===== src/rtl/jt7759_rom_arb_if.sv =====
// Bus bundle between the two jt7759 sample fetchers, the ROM arbiter and the
// board ROM controller. The arbiter takes the slave view.
interface jt7759_rom_arb_if #(
  parameter int AW  = 17,
  parameter int RAW = 18
);
    logic           ch0_cs;
    logic [AW-1:0]  ch0_addr;
    logic [7:0]     ch0_dout;
    logic           ch0_ok;
    logic           ch1_cs;
    logic [AW-1:0]  ch1_addr;
    logic [7:0]     ch1_dout;
    logic           ch1_ok;
    logic           rom_cs;
    logic [RAW-1:0] rom_addr;
    logic [7:0]     rom_data;
    logic           rom_ok;

    modport slave (
        input  ch0_cs, ch0_addr, ch1_cs, ch1_addr, rom_data, rom_ok,
        output ch0_dout, ch0_ok, ch1_dout, ch1_ok, rom_cs, rom_addr
    );

    modport master (
        output ch0_cs, ch0_addr, ch1_cs, ch1_addr, rom_data, rom_ok,
        input  ch0_dout, ch0_ok, ch1_dout, ch1_ok, rom_cs, rom_addr
    );
endinterface


===== src/rtl/jt7759_rom_arb.sv =====
// Round-robin sharing of one ROM read port between two uPD7759 sample fetchers.
// Each channel gets its own latched byte and an ok that holds until it withdraws.
module jt7759_rom_arb #(
  parameter int             AW    = 17,
  parameter int             RAW   = 18,
  parameter logic [RAW-1:0] BASE0 = '0,
  parameter logic [RAW-1:0] BASE1 = RAW'(18'h20000)
) (
    input  logic            clk,
    input  logic            rstn,
    jt7759_rom_arb_if.slave bus
);

    typedef enum logic [1:0] {IDLE, BUSY, GAP} state_t;

    state_t         state_q, state_nx;
    logic           gnt_q, last_q, guard_q;
    logic           rom_cs_q;
    logic [RAW-1:0] rom_addr_q;
    logic [AW-1:0]  laddr0_q, laddr1_q;
    logic           valid0_p0, valid1_p0;
    logic           ok0_p1, ok1_p1;
    logic [7:0]     dout0_q, dout1_q;

    logic           pend0, pend1;
    logic           stale0, stale1;
    logic           drop, grant, gsel, abort, latch;

    // ROM offset add; the sum simply wraps at 2^RAW
    function automatic logic [RAW-1:0] rom_map(input logic [RAW-1:0] base,
                                               input logic [AW-1:0]  addr);
        return base + RAW'(addr);
    endfunction

    assign stale0 = !bus.ch0_cs || (bus.ch0_addr != laddr0_q);
    assign stale1 = !bus.ch1_cs || (bus.ch1_addr != laddr1_q);
    assign pend0  = bus.ch0_cs && !valid0_p0;
    assign pend1  = bus.ch1_cs && !valid1_p0;
    assign drop   = gnt_q ? stale1 : stale0;

    always_ff @(posedge clk) begin
        if (!rstn) state_q <= IDLE;
        else       state_q <= state_nx;
    end

    always_comb begin
        state_nx = state_q;
        grant    = 1'b0;
        gsel     = 1'b0;
        abort    = 1'b0;
        latch    = 1'b0;
        case (state_q)
            IDLE: begin
                if (pend0 || pend1) begin
                    grant    = 1'b1;
                    gsel     = (pend0 && pend1) ? !last_q : pend1;
                    state_nx = BUSY;
                end
            end
            BUSY: begin
                // withdrawal beats a simultaneous rom_ok; first-cycle ok may be stale
                if (drop) begin
                    abort    = 1'b1;
                    state_nx = GAP;
                end else if (!guard_q && bus.rom_ok) begin
                    latch    = 1'b1;
                    state_nx = GAP;
                end
            end
            GAP:     state_nx = IDLE;
            default: state_nx = IDLE;
        endcase
    end

    always_ff @(posedge clk) begin
        if (!rstn) begin
            gnt_q      <= 1'b0;
            last_q     <= 1'b1;
            guard_q    <= 1'b0;
            rom_cs_q   <= 1'b0;
            rom_addr_q <= '0;
            valid0_p0  <= 1'b0;
            valid1_p0  <= 1'b0;
            ok0_p1     <= 1'b0;
            ok1_p1     <= 1'b0;
            dout0_q    <= 8'd0;
            dout1_q    <= 8'd0;
        end else begin
            guard_q <= grant;
            if (grant) begin
                gnt_q      <= gsel;
                last_q     <= gsel;
                rom_cs_q   <= 1'b1;
                rom_addr_q <= gsel ? rom_map(BASE1, bus.ch1_addr)
                                   : rom_map(BASE0, bus.ch0_addr);
            end else if (abort || latch) begin
                rom_cs_q <= 1'b0;
            end

            if (latch && !gnt_q)  dout0_q <= bus.rom_data;
            if (latch &&  gnt_q)  dout1_q <= bus.rom_data;

            if (latch && !gnt_q)  valid0_p0 <= 1'b1;
            else if (stale0)      valid0_p0 <= 1'b0;
            if (latch && gnt_q)   valid1_p0 <= 1'b1;
            else if (stale1)      valid1_p0 <= 1'b0;

            // ok trails valid by one register stage
            ok0_p1 <= valid0_p0;
            ok1_p1 <= valid1_p0;
        end
    end

    always_ff @(posedge clk) begin
        if (grant && !gsel) laddr0_q <= bus.ch0_addr;
        if (grant &&  gsel) laddr1_q <= bus.ch1_addr;
    end

    assign bus.rom_cs   = rom_cs_q;
    assign bus.rom_addr = rom_addr_q;
    assign bus.ch0_dout = dout0_q;
    assign bus.ch1_dout = dout1_q;
    assign bus.ch0_ok   = ok0_p1;
    assign bus.ch1_ok   = ok1_p1;

endmodule


===== src/flat_wrapper.sv =====
// flat-port wrapper written by rule: the top's interface ports become plain ports
module jt7759_rom_arb_flat 
#(
  parameter int             AW    = 17,
  parameter int             RAW   = 18,
  parameter logic [RAW-1:0] BASE0 = '0,
  parameter logic [RAW-1:0] BASE1 = RAW'(18'h20000)
)
  (clk, rstn, bus_ch0_cs, bus_ch0_addr, bus_ch1_cs, bus_ch1_addr, bus_rom_data, bus_rom_ok, bus_ch0_dout, bus_ch0_ok, bus_ch1_dout, bus_ch1_ok, bus_rom_cs, bus_rom_addr);
  jt7759_rom_arb_if #(.AW(AW), .RAW(RAW)) bus_i ();
  input  logic clk;
  input  logic rstn;
  input wire logic [$bits(bus_i.ch0_cs)-1:0] bus_ch0_cs;
  input wire logic [$bits(bus_i.ch0_addr)-1:0] bus_ch0_addr;
  input wire logic [$bits(bus_i.ch1_cs)-1:0] bus_ch1_cs;
  input wire logic [$bits(bus_i.ch1_addr)-1:0] bus_ch1_addr;
  input wire logic [$bits(bus_i.rom_data)-1:0] bus_rom_data;
  input wire logic [$bits(bus_i.rom_ok)-1:0] bus_rom_ok;
  output wire logic [$bits(bus_i.ch0_dout)-1:0] bus_ch0_dout;
  output wire logic [$bits(bus_i.ch0_ok)-1:0] bus_ch0_ok;
  output wire logic [$bits(bus_i.ch1_dout)-1:0] bus_ch1_dout;
  output wire logic [$bits(bus_i.ch1_ok)-1:0] bus_ch1_ok;
  output wire logic [$bits(bus_i.rom_cs)-1:0] bus_rom_cs;
  output wire logic [$bits(bus_i.rom_addr)-1:0] bus_rom_addr;
  assign bus_i.ch0_cs = bus_ch0_cs;
  assign bus_i.ch0_addr = bus_ch0_addr;
  assign bus_i.ch1_cs = bus_ch1_cs;
  assign bus_i.ch1_addr = bus_ch1_addr;
  assign bus_i.rom_data = bus_rom_data;
  assign bus_i.rom_ok = bus_rom_ok;
  assign bus_ch0_dout = bus_i.ch0_dout;
  assign bus_ch0_ok = bus_i.ch0_ok;
  assign bus_ch1_dout = bus_i.ch1_dout;
  assign bus_ch1_ok = bus_i.ch1_ok;
  assign bus_rom_cs = bus_i.rom_cs;
  assign bus_rom_addr = bus_i.rom_addr;
  jt7759_rom_arb #(.AW(AW), .RAW(RAW), .BASE0(BASE0), .BASE1(BASE1)) u_core (.clk(clk), .rstn(rstn), .bus(bus_i));
endmodule

===== config.mk =====
export PLATFORM = sky130hd
export DESIGN_NAME = jt7759_rom_arb_flat
export DESIGN_NICKNAME = d
export VERILOG_FILES = /design/src/rtl/jt7759_rom_arb_if.sv /design/src/rtl/jt7759_rom_arb.sv /design/src/flat_wrapper.sv
export SDC_FILE = /design/constraint.sdc
export NUM_CORES = 1
export LEC_CHECK = 0
export BUFFER_PORTS_ARGS = -buffer_cell sky130_fd_sc_hd__buf_2
export CORE_MARGIN = 10
export CORE_UTILIZATION = 30
export DETAILED_ROUTE_END_ITERATION = 8
export PLACE_DENSITY = 0.6
export RECOVER_POWER = 50
export SYNTH_ARGS = -nofsm -noshare
export SYNTH_HDL_FRONTEND = slang
export SYNTH_SLANG_ARGS = --single-unit
export TNS_END_PERCENT = 100

===== constraint.sdc =====
create_clock -name clk -period 1.8 [get_ports clk]
set_input_delay 0.09 -clock clk [delete_from_list [all_inputs] [get_ports clk]]
set_output_delay 0.09 -clock clk [all_outputs]
set_load 0.02 [all_outputs]

Word level (Yosys, flattened, before mapping) --
Cells that the tools add are included. Widths: inputs -> output; s select.
Operators by class: reduce and logical (&&, ||, !) cells 25, muxes and demuxes 22, eq/ne operators 5, add/sub/neg operators 1
Operator list (count):
- $ne 17x17->1 | 2
- $add 18x17->18 const A | 1
- $mux 18 | 1
- $mux 1 | 17
- $logic_and 1x1->1 | 8
- $logic_not 1->1 | 8
- $mux 2 | 3
- $reduce_bool 2->1 | 3
- $logic_or 1x1->1 | 4
- $pmux 2 s2 | 1
- $ne 3x1->1 const B | 1
- $eq 2x1->1 const B | 1
- $logic_not 2->1 | 1
- $ne 2x1->1 const B | 1
- $reduce_and 2->1 | 1
Storage, ports and cells: output and inout bits 37, flip-flop bits (word level) 78, bits of input ports 47

Depth between registers and ports, before layout --
Gate-level depths: netlist of run 1.
depth in word-level cells 8, gate-level depth with buffers 6, gate-level depth less buffers 5

Worst setup path before layout of run 1 --
Ideal clock, no wire load.
path type reg-to-reg, start register u_core.valid0_p0, end register u_core.laddr0_q[0] (enable), period minus slack after synthesis 1.739 ns, required time 1.447 ns, path buffers 1, setup time 0.353 ns, arrival time 1.386 ns, setup slack 0.061 ns, stages on the path, launching flop included 5, cell sequence dfxtp_1 > nand3b_1 > and3_1 > nor2_1 > buf_2
Between the ends: cells in the longest elaborated chain, start to end 8
Ends and longest elaborated chain:
- start: declaration | RTL line jt7759_rom_arb.sv:21 | logic valid0_p0, valid1_p0;
- start signal: assignment | RTL line jt7759_rom_arb.sv:82 | valid0_p0 <= 1'b0;
- start signal: assignment | RTL line jt7759_rom_arb.sv:103 | if (latch && !gnt_q) valid0_p0 <= 1'b1;
- start signal: assignment | RTL line jt7759_rom_arb.sv:104 | else if (stale0) valid0_p0 <= 1'b0;
- $logic_not 1->1 * | RTL line jt7759_rom_arb.sv:37 | assign pend0 = bus.ch0_cs && !valid0_p0;
- $logic_and 1x1->1 * | RTL line jt7759_rom_arb.sv:37
- $logic_and 1x1->1 | RTL line jt7759_rom_arb.sv:56 | gsel = (pend0 && pend1) ? !last_q : pend1;
- $mux 1 | RTL line jt7759_rom_arb.sv:56
- $mux 1 | RTL line jt7759_rom_arb.sv:54 | if (pend0 || pend1) begin
- $mux 1 | RTL line jt7759_rom_arb.sv:52 | case (state_q)
- $logic_not 1->1 | RTL line jt7759_rom_arb.sv:115 | if (grant && !gsel) laddr0_q <= bus.ch0_addr;
- $logic_and 1x1->1 * | RTL line jt7759_rom_arb.sv:115
- end signal: assignment | RTL line jt7759_rom_arb.sv:115
- end: declaration | RTL line jt7759_rom_arb.sv:20 | logic [AW-1:0] laddr0_q, laddr1_q;
Every way passes the cells marked *; elsewhere a longest branch is shown, timed or not. A chain may end at the register's enable or synchronous reset.

Worst setup path in the final report of run 1 --
start input port bus_ch1_addr[14], end register u_core.dout1_q[3] (netlist: u_core.bus.ch1_dout[3])
Between the ends: cells in the longest elaborated chain, start to end 6
Ends and longest elaborated chain:
- start: declaration | RTL line flat_wrapper.sv:16 | input wire logic [$bits(bus_i.ch1_addr)-1:0] bus_ch1_addr;
- $ne 17x17->1 | RTL line jt7759_rom_arb.sv:36 | assign stale1 = !bus.ch1_cs || (bus.ch1_addr != laddr1_q);
- $logic_or 1x1->1 | RTL line jt7759_rom_arb.sv:36
- $mux 1 | RTL line jt7759_rom_arb.sv:39 | assign drop = gnt_q ? stale1 : stale0;
- $mux 1 | RTL line jt7759_rom_arb.sv:62 | if (drop) begin
- $mux 1 | RTL line jt7759_rom_arb.sv:52
- $logic_and 1x1->1 | RTL line jt7759_rom_arb.sv:101 | if (latch && gnt_q) dout1_q <= bus.rom_data;
- end signal: assignment | RTL line jt7759_rom_arb.sv:101
- end: declaration | RTL line jt7759_rom_arb.sv:23 | logic [7:0] dout0_q, dout1_q;
Every way passes these cells.

==> qor.yml, run 1 <==
synthesis:
  synth_cells: 270
  ys_warn_count: 0
  netlist_area_mm2: 0.00309
  ys_types: 36
  syn_nets: 317
  avgSynthCellArea_um2: 11.5
  seq_area_frac_synth: 0.608
  ys_seq_elements: 77
hold_path:
  hold_path_class: "primary input to flip-flop"
  holdPathStages: 3
routing:
  routed_via_density: 4.55
  drt_iter0_drc: 140
  ant_nets: 0
  drt-pass1-iter-count: 4
  wirelength_mm: 8.11
  dr_total_vias: 2442
  wl_per_cell_um: 15.1
  drc: 0
timing:
  fin_crit_sh: 0.993
  period_needed_ns: 1.79
  hold_violations: 0
  worst_slack_ns: 0.0119
  drv_slew: 0
  finalClockSkew_ns: 0.0162
  whs_ns: 0.0185
  fmax_ghz: 0.559
  worstMarginPinSlew_ns: 0.588
  rsz0062_at_grt: "yes"
  relSlewSlack: 0.607
  setup_viol: 0
setup_path:
  max_stage_delay_ns: 0.53
  path_depth: 7
  critPathBufInv: 2
  critPathLaunchType: "primary input"
  path_cells: "dlygate4sd3_1, buf_2, nand2b_1, nand4_1, nor4_2, or3b_4, mux2i_1"
  critPathSlowestCell: "dlygate4sd3_1"
  crit_path_max_fanout: 8
  cp.arrival_ns: 2.01
  path_delay_family: "simple AND/OR/NAND/NOR gates"
  critPathKind: "primary input to flip-flop"
  worstRegToRegCells: 5
  cp.required_ns: 2.02
  end_kind: "flip-flop"
grt:
  grt-ovfl-total: 0
  grt_max_degree: 29
  antenna_found_initial: 0
  grt_pass1_vias: 2604
  grt_pass1_wl_mm: 13.1
  grt.total_usage: 0.110
cells_and_area:
  final_cell_mix: "63 x clkbuf_1, 45 x nand2_1, 43 x dfxtp_1"
  area_growth_pct: 37.3
  drive_above_1_share: 0.152
  antennaDiodeCount: 0
  finish.instance_area_mm2: 0.00425
  final_core_util: 0.417
  layout_commonest_cell: "clkbuf_1"
  nets: 443
floorplanning:
  fp.dieW_um: 122
  die_h_um: 122
  ios: 84
  design.die.area_mm2: 0.0148
  rows: 37
  coreArea_mm2: 0.0102
  initial_core_util: 0.304
clock_tree:
  clock_latency_ns: 0.35
  clock_sinks: 77
  h-tree-depth: 3
  cts_buffers: 9
  cts_tree: "done"
  ctsLongestPathBuffers: 2
  path_clk_slew_ns: 0.08
  cts_root_buf: "clkbuf_8"
placed_design:
  dp_slack_ns: -0.0282
  io_buffer_count: 83
  post-dp-hpwl_mm: 5.94
  gp_congestion: 0.773
  place_area_mm2: 0.00369
power_and_ir_drop:
  power_mw: 3.94
  p_leak_nw: 1.61
  powerDensity_mw_per_mm2: 929
  ir_worst_vdd_mv: 0.591
run_status:
  status: "completed"
job:
  maxCapViolCount: 0
==> logic make-up after synthesis <==
group,after synthesis,share of synthesized area
multiplexers,16,0.0518
AO/OA/AOI/OAI,43,0.0886
XOR/XNOR,32,0.0906
AND/OR/NAND/NOR,85,0.132
flip-flops,77,0.608
buffers and inverters,17,0.0287
==> metal layers <==
metal | track usage | vias to the layer above | wire length [um]
met1 | 0.132 | 1131 | 3610
met3 | 0.0463 | 8 | 709
met4 | 0.0313 | 0 | 46
met2 | 0.178 | 88 | 3740
li1 | - | 1215 | -
met5 | 0 | - | 0
==> cells in the mapped netlist (all sizes together) <==
master        n  area [um^2]
or2b          1         7.51
dlygate4sd1   1         8.76
and2b         1         7.51
and2          1         6.26
mux2i        16          160
or2           1         6.26
dfxtp        43          861
xnor2        32          280
edfxtp       34         1020
a211o         1         8.76
nor2b         4         25.0
or4           1         7.51
and3          1         6.26
a21oi        19         95.1
clkbuf        7         26.3
nor2          8         30.0
nor4          1         12.5
buf           5         38.8
nand3b        1         7.51
or3b          1         8.76
nand2b        2         12.5
nand3         5         25.0
nor4b         1         8.76
a2111oi       1         8.76
nor3          1         5.00
a32oi         1         8.76
o21ai         2         10.0
o22ai         1         6.26
inv           4         15.0
nand4        10         62.6
a221oi        1         8.76
nand2        45          169
a22oi        17          128
==> path summary, 6_finish.rpt <==
path	start	to	slack, ns
setup / recovery	bus_ch1_addr[14]	u_core.bus.ch1_dout[3]	0.01
hold / removal	bus_rom_data[2]	u_core.bus.ch0_dout[2]	0.02
setup reg to reg	u_core.laddr1_q[2]	u_core.bus.ch1_dout[3]	0.04
hold reg to reg	u_core.bus.ch0_dout[1]	u_core.bus.ch0_dout[1]	0.46
==> worst min-delay path, cell delays in order <==
cell and delay (ns):
buf_2 0.10, nand2_1 0.07, mux2i_1 0.06
==> layout make-up <==
| type | instances | area (um^2) |
|---|---|---|
| inverters | 4 | 15.0 |
| repair buffers | 128 | 772 |
| well taps | 136 | 170 |
| fillers | 1011 | 5940 |
| multi-input cells | 176 | 1200 |
| flip-flops and latches | 77 | 1880 |
| clock buffers | 9 | 124 |
| clock inverters | 7 | 80.1 |
==> report_power, final <==
part           switching [mW]  internal, mW
combinational           0.337         0.261
sequential             0.0539          1.95
clock                   0.678         0.660
total                    1.07          2.87
==> registers in the layout, summed over array words and instances (netlist names) <==
name / count
u_core.bus.rom_cs: 1
u_core.bus.ch0_ok: 1
u_core.bus.ch1_dout: 8
u_core.bus.ch0_dout: 8
u_core.valid1_p0: 1
u_core.bus.ch1_ok: 1
u_core.laddr1_q: 17
u_core.state_q: 2
u_core.guard_q: 1
u_core.valid0_p0: 1
u_core.last_q: 1
u_core.laddr0_q: 17
u_core.bus.rom_addr: 18
==> what timing repair did <==
action	4_1_cts	5_1_grt
hold buffers	34	0
buffers inserted	2	0
pin swaps	2	2
setup endpoints to repair	8	15
resized for setup	4	11
endpoints found under the hold margin	40	0
==> through the flow <==
step                instances  setup TNS, ns
detailed placement        486         -0.167
CTS                       538       -0.00164
global placement          486              0
finish                    537              0
global route              537         -0.462
floorplan                 270              0
(Power assumes the default switching activity.)
==> run 2, diff against run 1 <==
--- a/config.mk
+++ b/config.mk
@@ -6,10 +6,11 @@
 export NUM_CORES = 1
 export LEC_CHECK = 0
 export BUFFER_PORTS_ARGS = -buffer_cell sky130_fd_sc_hd__buf_2
-export CORE_MARGIN = 10
-export CORE_UTILIZATION = 30
+export CORE_MARGIN = 4
+export CORE_UTILIZATION = 47
 export DETAILED_ROUTE_END_ITERATION = 8
-export PLACE_DENSITY = 0.6
+export HOLD_SLACK_MARGIN = 0.03
+export PLACE_DENSITY = 0.84
 export RECOVER_POWER = 50
 export SYNTH_ARGS = -nofsm -noshare
 export SYNTH_HDL_FRONTEND = slang
==> run 2 against run 1 <==
Against the previous run: the flow now finishes with violations (setup timing); power down 4.1%; utilization up 25 points; global-route usage up 9.2 points; via count up 5.2%; critical path depth up 1; non-clock buffer count up 9; critical endpoint is now u_core.bus.ch1_dout[2]; highest routed layer unchanged.
==> qor.yml, run 2 (synthesis gave the netlist of run 1 again) <==
setup_path:
  worstRegToRegCells: 6
  max_stage_delay_ns: 0.54
  path_cells: "dlygate4sd3_1, clkbuf_1, xnor2_1, nand2_1, nor4_2, or3b_1, buf_6, mux2i_1"
  critPathSlowestCell: "dlygate4sd3_1"
  rrSetupSlack_ns: -0.03
  critPathKind: "primary input to flip-flop"
  end_kind: "flip-flop"
  critPathLaunchType: "primary input"
  crit_path_max_fanout: 8
  r2r-end: "u_core.bus.ch1_dout[2]"
  cp.arrival_ns: 2.08
  r2r_start: "u_core.laddr1_q[15]"
  cp.required_ns: 2.03
clock_tree:
  clock_latency_ns: 0.35
  path_clk_slew_ns: 0.07
  cts_root_buf: "clkbuf_8"
  cts_tree: "done"
  clock_sinks: 77
  ctsLongestPathBuffers: 2
  cts_buffers: 9
  h-tree-depth: 3
timing:
  whs_ns: 0.123
  hold_violations: 0
  rsz0062_at_grt: "yes"
  relSlewSlack: 0.384
  fin_crit_sh: 1.03
  finalClockSkew_ns: 0.0120
  setup_tns_ns: -0.309
  period_needed_ns: 1.85
  worst_slack_ns: -0.0506
  drv_slew: 0
  fmax_ghz: 0.540
  setup_viol: 8
  worstMarginPinSlew_ns: 0.922
routing:
  drc: 0
  wl_per_cell_um: 16.5
  drt_iter0_drc: 135
  drt-pass1-iter-count: 4
  routed_via_density: 5.28
  ant_nets: 0
  wirelength_mm: 8.03
  dr_total_vias: 2569
grt:
  grt_pass1_vias: 2576
  antenna_found_initial: 0
  grt-busiest-layer: "met2"
  grt_util_met2: 0.364
  grt.total_usage: 0.203
  grt_pass1_wl_mm: 12.2
  use_met3: 0.0488
  grt_max_degree: 31
  grt-ovfl-total: 0
  grtUsageMet1: 0.236
power_and_ir_drop:
  p_leak_nw: 1.64
  ir_worst_vdd_mv: 0.632
  powerDensity_mw_per_mm2: 884
placed_design:
  post-dp-hpwl_mm: 5.05
  dp_slack_ns: -0.0575
  io_buffer_count: 83
  dp.cells: 424
  gp_congestion: 0.784
cells_and_area:
  fillers: 500
  final_core_util: 0.669
  layout_commonest_cell: "clkbuf_1"
  fin_cells: 487
  antennaDiodeCount: 0
  largest_reg_flops: 18
  nets: 452
  final_cell_mix: "66 x clkbuf_1, 45 x nand2_1, 43 x dfxtp_1"
  drive_above_1_share: 0.149
  area_growth_pct: 38.2
job:
  maxCapViolCount: 0
floorplanning:
  fp.dieW_um: 89.1
  rows: 29
  coreArea_mm2: 0.00639
  ios: 84
  design.die.area_mm2: 0.00794
  die_h_um: 89.1
  initial_core_util: 0.484
hold_path:
  holdPathStages: 4
  min_to: "u_core.valid1_p0"
  hold_path_class: "primary input to flip-flop"
  hp-start: "bus_ch1_cs"
run_status:
  violations: "setup timing"
  status: "finished with violations"
## run 2: area by class of cell
class,instances,area (um^2),area share
well taps,77,96.3,0.0225
flip-flops and latches,77,1880,0.440
inverters,4,15.0,0.00351
clock inverters,4,22.5,0.00527
multi-input cells,176,1240,0.290
clock buffers,12,145,0.0339
repair buffers,137,873,0.204
## run 2: worst max path at each step
| stage | start | to | slack [ns] | cells after the start |
|---|---|---|---|---|
| 6_report | bus_ch1_addr[13] | u_core.bus.ch1_dout[2] | -0.05 | 8 |
| 5_1_grt | u_core.laddr1_q[15] | u_core.bus.ch1_dout[0] | -0.11 | 6 |
| 4_1_cts | u_core.laddr1_q[15] | u_core.bus.ch1_dout[2] | -0.03 | 6 |
| 3_5_place_dp | u_core.laddr1_q[15] | u_core.bus.ch1_dout[2] | -0.06 | 6 |
| 3_3_place_gp | u_core.laddr1_q[6] | u_core.bus.ch1_dout[0] | 0.01 | 6 |
| 2_1_floorplan | u_core.valid0_p0 | u_core.laddr0_q[0] | 0.06 | 4 |
## run 2: critical path, delay by kind of cell
kind                   cells  cell delay (ns)
XOR/XNOR                   1             0.22
buffers and inverters      3             0.83
multiplexers               1             0.12
AND/OR/NAND/NOR            3             0.82
## run 2: routing by layer
| layer | part of all wire | vias up | routed length [um] |
|---|---|---|---|
| met1 | 0.39 | 1225 | 3140 |
| met2 | 0.52 | 100 | 4180 |
| met4 | 0.017 | 0 | 134 |
| met3 | 0.071 | 17 | 573 |
| li1 | - | 1227 | - |
| met5 | 0 | - | 0 |
## run 2: what timing repair did
action,4_1_cts,5_1_grt
endpoints found under the setup margin,8,20
gates resized for setup,4,18
endpoints found under the hold margin,65,0
hold buffers,42,0
pin swaps,1,9
buffers inserted,5,1
## run 2: power breakdown
| group | total (mW) | internal (mW) | switching [mW] |
|---|---|---|---|
| logic | 0.616 | 0.267 | 0.348 |
| clock network | 1.15 | 0.537 | 0.617 |
| registers | 2.01 | 1.95 | 0.0579 |
## run 2: through the flow
step / total power [mW] / instance area (um^2)
after floorplan: 2.36 / 3090
after CTS: 3.78 / 4250
after detailed placement: 2.57 / 3600
after global routing: 3.94 / 4280
final: 3.78 / 4280
after global placement: 2.55 / 3600
==> run 3, diff against run 2 <==
--- a/config.mk
+++ b/config.mk
@@ -10,7 +10,7 @@
 export CORE_UTILIZATION = 47
 export DETAILED_ROUTE_END_ITERATION = 8
 export HOLD_SLACK_MARGIN = 0.03
-export PLACE_DENSITY = 0.84
+export PLACE_DENSITY = 0.88
 export RECOVER_POWER = 50
 export SYNTH_ARGS = -nofsm -noshare
 export SYNTH_HDL_FRONTEND = slang
==> run 3 against run 2 <==
Against the previous run: the run still ends with setup timing left; sequential power about the same; critical path depth fell by 1; clock power rose by 14%; global-route usage rose by 0.99 points; power increased by 4.6%; first-iteration DRC count up 25%; combinational power rose by 3%; maximum frequency rose by 0.44%.
==> qor.yml, run 3 (synthesis gave the netlist of run 1 again) <==
setup_path:
  path_cells: "dlygate4sd3_1, clkbuf_1, xnor2_2, nand2_1, nor4_2, or3b_4, mux2i_1"
  rrSetupSlack_ns: -0.01
  critPathSlowestCell: "dlygate4sd3_1"
  worstRegToRegCells: 5
  max_stage_delay_ns: 0.53
  critPathLaunchType: "primary input"
  r2r_start: "u_core.laddr1_q[12]"
  r2r-end: "u_core.bus.ch1_dout[1]"
  cp.required_ns: 2.04
  crit_path_max_fanout: 8
  path_delay_family: "simple AND/OR/NAND/NOR gates"
  critPathBufInv: 2
  cp.arrival_ns: 2.09
  end_kind: "flip-flop"
  critPathKind: "primary input to flip-flop"
hold_path:
  holdPathStages: 3
  hp-start: "bus_ch1_addr[3]"
  min_to: "u_core.bus.rom_addr[3]"
  hold_path_class: "primary input to flip-flop"
clock_tree:
  clock_sinks: 77
  ctsLongestPathBuffers: 2
  cts_tree: "done"
  h-tree-depth: 3
  cts_buffers: 9
  cts_root_buf: "clkbuf_8"
  path_clk_slew_ns: 0.08
  clock_latency_ns: 0.36
routing:
  wirelength_mm: 8.18
  dr_total_vias: 2549
  drc: 0
  routed_via_density: 5.28
  drt-pass1-iter-count: 4
  wl_per_cell_um: 16.9
  ant_nets: 0
  drt_iter0_drc: 169
timing:
  finalClockSkew_ns: 0.0114
  whs_ns: 0.0671
  worst_slack_ns: -0.0426
  worstMarginPinSlew_ns: 0.835
  relSlewSlack: 0.443
  setup_viol: 8
  hold_violations: 0
  drv_slew: 0
  fmax_ghz: 0.543
  period_needed_ns: 1.84
  rsz0062_at_grt: "yes"
  fin_crit_sh: 1.02
grt:
  grt_pass1_wl_mm: 12.6
  grt-ovfl-total: 0
  grt_max_degree: 35
  grt.total_usage: 0.212
  antenna_found_initial: 0
  grt_pass1_vias: 2605
power_and_ir_drop:
  powerDensity_mw_per_mm2: 921
  ir_worst_vdd_mv: 0.629
  power_mw: 3.95
  p_leak_nw: 1.81
cells_and_area:
  layout_commonest_cell: "buf_2"
  area_growth_pct: 38.7
  antennaDiodeCount: 0
  fin_cells: 483
  final_core_util: 0.672
  nets: 448
  drive_above_1_share: 0.261
  largest_reg_flops: 18
  final_cell_mix: "68 x buf_2, 45 x nand2_1, 43 x dfxtp_1"
floorplanning:
  die_h_um: 89.1
  ios: 84
  coreArea_mm2: 0.00639
  fp.dieW_um: 89.1
  design.die.area_mm2: 0.00794
  initial_core_util: 0.484
  rows: 29
job:
  maxCapViolCount: 0
placed_design:
  gp_congestion: 0.732
  dp.cells: 424
  io_buffer_count: 83
  post-dp-hpwl_mm: 5.16
  dp_slack_ns: -0.160
run_status:
  status: "finished with violations"
  violations: "setup timing"
==> run 3: worst max-delay path by stage <==
stage | slack (ns) | cells after the start | endpoint | start
after detailed placement | -0.16 | 5 | u_core.bus.ch1_dout[1] | u_core.laddr1_q[15]
after global placement | -0.02 | 5 | u_core.bus.ch1_dout[5] | u_core.laddr1_q[7]
after floorplan | 0.06 | 4 | u_core.laddr0_q[0] | u_core.valid0_p0
final | -0.04 | 7 | u_core.bus.ch1_dout[1] | bus_ch1_addr[13]
after global routing | -0.11 | 5 | u_core.bus.ch1_dout[4] | u_core.laddr1_q[16]
after CTS | -0.0003 | 5 | u_core.bus.ch1_dout[1] | u_core.laddr1_q[1]
==> run 3: layer usage <==
| metal | GRT usage | share of wire | up-vias |
|---|---|---|---|
| met5 | 0 | 0 | - |
| li1 | - | - | 1221 |
| met4 | 0.0677 | 0.012 | 0 |
| met1 | 0.235 | 0.39 | 1204 |
| met2 | 0.382 | 0.53 | 114 |
| met3 | 0.0728 | 0.066 | 10 |
==> run 3: per-stage QoR <==
step / cell area (um^2) / TNS (ns)
after detailed placement: 3600 / -1.21
after floorplan: 3090 / 0
after global routing: 4290 / -0.854
after global placement: 3600 / -0.187
final: 4290 / -0.291
after CTS: 4250 / -0.000279
==> run 3: cell type report <==
class,count,area [um^2]
clock buffer,9,124
clock inverter,7,72.6
tap,77,96.3
timing repair buffer,133,890
sequential,77,1880
multi-input combinational,176,1210
inverter,4,15.0
fill,456,2100
==> run 3: worst min-delay path, stage by stage <==
cell	delay (ns)
buf_2	0.11
a22oi_1	0.08
a21oi_1	0.11
==> run 3: what timing repair did <==
action,in CTS,in global routing
hold buffers,42,0
hold endpoints to repair,66,0
resized for setup,5,10
pin swaps,0,3
buffers inserted,0,1
endpoints found under the setup margin,9,19
==> run 3: power by group <==
| part | total, mW | internal [mW] | switching, mW |
|---|---|---|---|
| logic | 0.633 | 0.283 | 0.350 |
| registers | 2.01 | 1.95 | 0.0588 |
| clock network | 1.31 | 0.647 | 0.661 |
